## config.mk

```make
export PLATFORM = sky130hd
export DESIGN_NAME = apb_mem_bridge
export DESIGN_NICKNAME = d
export VERILOG_FILES = /design/src/rtl/apb_mem_bridge.sv
export SDC_FILE = /design/constraint.sdc
export NUM_CORES = 1
export LEC_CHECK = 0
export BUFFER_PORTS_ARGS = -buffer_cell sky130_fd_sc_hd__buf_2
export CAP_MARGIN = 20
export CORE_MARGIN = 2
export CORE_UTILIZATION = 51
export CTS_BUF_LIST = sky130_fd_sc_hd__clkbuf_4 sky130_fd_sc_hd__clkbuf_8 sky130_fd_sc_hd__clkbuf_16
export CTS_CLUSTER_DIAMETER = 40
export DETAILED_ROUTE_END_ITERATION = 8
export PLACE_DENSITY = 0.85
export SLEW_MARGIN = 20
export SYNTH_ARGS = -nofsm -noshare
export SYNTH_HDL_FRONTEND = slang
export SYNTH_SLANG_ARGS = --single-unit
export TNS_END_PERCENT = 100
```

## constraint.sdc

```tcl
create_clock -name clk -period 4.7 [get_ports clk]
set_clock_uncertainty 0.05 [all_clocks]
set_input_delay 0.94 -clock clk [delete_from_list [all_inputs] [get_ports clk]]
set_output_delay 0.94 -clock clk [all_outputs]
set_load 0.03 [all_outputs]
```

## src/rtl/apb_mem_bridge.sv

```systemverilog
// ============================================================================
// apb_mem_bridge : APB3/APB4 completer driving a single-strobe memory request bus
// Rev 1.0
// ============================================================================
`default_nettype none

module apb_mem_bridge #(
   parameter int                ADDR_W     = 32,
   parameter int                DATA_W     = 32,
   parameter logic [ADDR_W-1:0] ADDR_LIMIT = ADDR_W'(32'h5F),
   parameter int                TIMEOUT    = 16
) (
   input  logic                clk,
   input  logic                rst_b,
   input  logic                psel,
   input  logic                penable,
   input  logic                pwrite,
   input  logic [ADDR_W-1:0]   paddr,
   input  logic [DATA_W-1:0]   pwdata,
   input  logic [DATA_W/8-1:0] pstrb,
   output logic [DATA_W-1:0]   prdata,
   output logic                pready,
   output logic                pslverr,
   output logic [ADDR_W-1:0]   mem_addr,
   output logic [DATA_W-1:0]   mem_wdata,
   output logic [DATA_W/8-1:0] mem_wstrb,
   output logic                mem_we,
   output logic                mem_re,
   input  logic [DATA_W-1:0]   mem_rdata,
   input  logic                mem_ready,
   output logic                proto_err
);

   typedef enum logic [1:0] {IDLE, REQ, WAIT, RESP} state_t;

   localparam logic [7:0] TO_LIM = 8'(TIMEOUT);

   state_t      state;
   logic        wr;
   logic        ign_seen;
   logic [7:0]  cnt;
   logic [7:0]  cnt_inc;
   logic        bad_addr;
   logic        access;

   assign cnt_inc  = (cnt == 8'hFF) ? cnt : cnt + 8'd1;
   assign bad_addr = (paddr[1:0] != 2'b00) || (paddr > ADDR_LIMIT);
   assign access   = psel && penable;

   always_ff @(posedge clk or negedge rst_b) begin
      if (!rst_b) begin
         state     <= IDLE;
         wr        <= 1'b0;
         ign_seen  <= 1'b0;
         cnt       <= 8'd0;
         prdata    <= '0;
         pready    <= 1'b0;
         pslverr   <= 1'b0;
         mem_addr  <= '0;
         mem_wdata <= '0;
         mem_wstrb <= '0;
         mem_we    <= 1'b0;
         mem_re    <= 1'b0;
         proto_err <= 1'b0;
      end else begin
         // Strobes and the response are single-cycle pulses by default.
         mem_we    <= 1'b0;
         mem_re    <= 1'b0;
         pready    <= 1'b0;
         pslverr   <= 1'b0;
         proto_err <= 1'b0;
         case (state)
            IDLE: begin
               ign_seen <= access;
               if (psel && !penable) begin
                  wr <= pwrite;
                  if (bad_addr) begin
                     state   <= RESP;
                     pready  <= 1'b1;
                     pslverr <= 1'b1;
                     prdata  <= '0;
                  end else begin
                     state     <= REQ;
                     mem_addr  <= paddr;
                     mem_wdata <= pwdata;
                     mem_wstrb <= pwrite ? pstrb : '0;
                     mem_we    <= pwrite;
                     mem_re    <= !pwrite;
                  end
               end else if (access && !ign_seen) begin
                  proto_err <= 1'b1;
               end
            end
            REQ: begin
               cnt <= 8'd0;
               if (!access) begin
                  state     <= IDLE;
                  proto_err <= 1'b1;
                  ign_seen  <= 1'b1;
               end else begin
                  state <= WAIT;
               end
            end
            WAIT: begin
               if (!access) begin
                  state     <= IDLE;
                  proto_err <= 1'b1;
                  ign_seen  <= 1'b1;
                  cnt       <= 8'd0;
               end else if (mem_ready) begin
                  state   <= RESP;
                  pready  <= 1'b1;
                  prdata  <= wr ? '0 : mem_rdata;
                  cnt     <= 8'd0;
               end else if (cnt_inc >= TO_LIM) begin
                  state   <= RESP;
                  pready  <= 1'b1;
                  pslverr <= 1'b1;
                  prdata  <= '0;
                  cnt     <= 8'd0;
               end else begin
                  cnt <= cnt_inc;
               end
            end
            RESP: begin
               // The master holds the access phase across this edge, so it
               // must not count as a lingering IDLE access afterwards.
               state    <= IDLE;
               cnt      <= 8'd0;
               ign_seen <= 1'b1;
            end
            default: state <= IDLE;
         endcase
      end
   end

endmodule

`default_nettype wire

```

==> metrics.md <==
| Metric | Value |
|---|---|
| Dominant synthesized flop cell | dfrtp_1 |
| Worst setup margin | 2.112 ns |
| F_max | 386.4 MHz |
| Wirelength per Cell | 15.92 um |
| Clock latency on the worst-skew pair | 0.51 ns |
| First-iteration detailed-routing DRC count | 103 |
| Worst-path clk slew | 0.06 ns |
| Setup tns final | 0 ns |
| Drt drc | 0 |
| Synth async-reset ratio | 100.0% |
| Crit Path Max Fanout | 64 |
| Die X | 100.5 um |
| Setup slack at placement | 1.734 ns |
| Gates resized, CTS repair | 0 |
| Antenna-violating nets left | 0 |
| Synthesis Warnings | 0 |
| Post-CTS setup repair buffer count | 0 |
| Critical path launch point type | flip-flop |
| Post-synth cell types | 45 |
| Leading area contributor after synthesis | dfrtp_1 |
| Placer congestion estimate | 0.8133 |
| Tcrit/Tclk final | 55.07% |
| HPWL reported at the end of detailed placement | 8396 um |
| Area Overhead vs Synth | 36.77% |
| Top Ports | 211 |
| First-pass DRT Iterations | 4 |
| Total CTS buffers | 17 |
| Worst setup EP type | flip-flop |
| Inserted Diodes | 0 |
| Final setup viols | 0 |
| First-pass GRT wire length | 18120 um |
| Register area share after synthesis | 61.68% |
| Final core occ | 70.94% |
| CTS tree | built |
| Core box area | 9153 um^2 |
| RSZ-0062 raised after global routing | false |
| CTS max path bufs | 2 |
| Register area | 2928 um^2 |
| Required time worst endpoint | 5.04 ns |
| Grt ovf | 0 |
| FF-to-FF setup slack | 2.11 ns |
| Type of the most critical hold path | input pin to asynchronous set/reset pin |
| Clk root buf | clkbuf_8 |
| Layout cells sized above 1 | 47.71% |
| Relative slew slack | 46.44% |
| Synth cell count leaders | 117 x dfrtp_1, 40 x inv_1, 40 x nand2_1, 35 x mux2_2, 33 x o31ai_1 |
| CTS Hold Bufs | 0 |
| Die area | 10100 um^2 |
| Post-synth EDFFs | 0 |
| Ranking of synthesized cells by area | dfrtp_1 62%, mux2_2 8.3%, o31ai_1 5.2% |
| Slew @ Worst Pin | 0.7960 ns |
| Vias/cell | 5.144 |
| Fill cell count | 648 |
| Footprint of the multi-input gates | 1568 um^2 |
| WL final | 11510 um |
| GR Util All Layers | 23.14% |
| Mapped Nets | 496 |
| FP Rows | 35 |
| Seq cells post-synth | 117 |
| Final Hold Viols | 0 |
| Status | finished clean |
| Worst r2r src | state[0] |
| Crit path launch | state[0] |
| Port Buf Inserts | 210 |
| Critical path class | flip-flop to flip-flop |
| Arr. time, crit path | 2.92 ns |
| P_leak | 3.599 nW |
| CTS H-Tree Depth | 4 |
| Clk sink count | 117 |
| Worst Reg-to-Reg Cells | 6 |
| Slew Limit Fails | 0 |
| Worst Setup EP | mem_wdata[7] |
| Syn avg cell area | 12.39 um^2 |
| Largest net degree at the start of global routing | 65 |
| Reg-to-Reg End | mem_wdata[7] |
| Vias in the first global route | 3732 |
| Worst-case vdd ir drop | 292.6 uV |
| Die Ht | 100.5 um |
| Starting Density | 51.87% |
| Max-capacitance violation count | 0 |
| Minimum clock period | 2.588 ns |
| Initial antenna violation count | 0 |
| Via Count | 3719 |
| Top cell type's share of synthesized area | 61.68% |
| Synthesized instance count | 383 |
| Cell Area, Synth | 4747 um^2 |
| Nets | 712 |
| Most common cell in the netlist | dfrtp_1 |
| Power density over cell area | 449.8 nW/um^2 |
layout by cell type (no fill, tap or decap), types with 2 or more instances in the layout:
master / synthesis / routed
buf_2: 8 / 209
dfrtp_1: 117 / 117
inv_1: 40 / 40
nand2_1: 40 / 40
mux2_2: 35 / 35
o31ai_1: 33 / 33
nor2b_1: 28 / 28
clkbuf_16: 0 / 16
ha_1: 7 / 7
and2_1: 6 / 6
nor4_1: 5 / 5
nor2_1: 5 / 5
clkinv_4: 0 / 5
buf_4: 0 / 5
nor3_1: 4 / 4
mux2i_1: 4 / 4
nor4_2: 3 / 3
nand4_1: 3 / 3
mux2_1: 3 / 3
a41oi_1: 3 / 3
bufinv_16: 0 / 3
nand3_1: 2 / 2
o21ai_0: 2 / 2
a21oi_1: 2 / 2
o211ai_1: 2 / 2
clkbuf_8: 0 / 2
clkinv_2: 0 / 2
clkinvlp_4: 0 / 2
inv_6: 0 / 2
per-stage QoR:
| step | instance area, um^2 | std cells | hold WS, ns | total power, mW |
|---|---|---|---|---|
| final | 6492 | 723 | 0.2821 | 2.920 |
| after global routing | 6492 | 723 | 0.2846 | 3.049 |
| after CTS | 6491 | 723 | 0.2807 | 2.942 |
| after detailed placement | 5887 | 691 | 0.4205 | 1.643 |
| after global placement | 5887 | 691 | 0.4133 | 1.625 |
| after floorplan | 4747 | 383 | 0.4178 | 1.453 |
area by class of cell:
cell class / instances / area share (%)
tap: 111 / 2.139
sequential: 117 / 45.10
multi-input combinational: 208 / 24.15
inverter: 40 / 2.313
clock buffer: 18 / 6.591
clock inverter: 14 / 2.717
timing repair buffer: 215 / 17.00
worst max-delay path: stages, from the launching register on:
cell	delay [ns]
dfrtp_1	0.44
inv_1	0.14
ha_1	0.39
nand3b_1	0.31
nor3_4	0.37
buf_12	0.33
mux2_2	0.39
worst min path at each step:
stage | end | slack (ns)
4_1_cts | mem_wdata[5] | 0.28
3_5_place_dp | mem_wdata[27] | 0.42
3_3_place_gp | mem_wdata[27] | 0.41
5_1_grt | mem_wdata[5] | 0.28
2_1_floorplan | cnt[6] | 0.42
6_report | mem_addr[30] | 0.28
sequential cells by signal (all words and copies together), names as in the netlist:
signal / count
cnt: 8
ign_seen: 1
mem_addr: 32
mem_re: 1
mem_wdata: 32
mem_we: 1
mem_wstrb: 4
prdata: 32
pready: 1
proto_err: 1
pslverr: 1
state: 2
wr: 1
per-layer routing:
| layer | wire length, um | vias up | GRT usage (%) |
|---|---|---|---|
| met5 | 0 | - | 0 |
| met4 | 143 | 0 | 6.955 |
| met3 | 723 | 15 | 7.212 |
| met2 | 5753 | 142 | 38.05 |
| met1 | 4892 | 1817 | 29.65 |
| li1 | - | 1745 | - |
cell families after synthesis:
family | count (synthesis) | synth area share [%]
flip-flops | 117 | 61.68
AND/OR/NAND/NOR | 105 | 12.28
buffers and inverters | 58 | 5.667
AO/OA/AOI/OAI | 54 | 8.672
multiplexers | 42 | 9.858
adder cells (fa/ha/maj) | 7 | 1.845
where the power goes:
group	leakage, nW	internal [mW]	switching, mW
clock	0.292	0.826	0.466
sequential	1.60	1.09	0.0551
combinational	1.71	0.164	0.322
No activity file was read; power rests on OpenSTA's default activity.
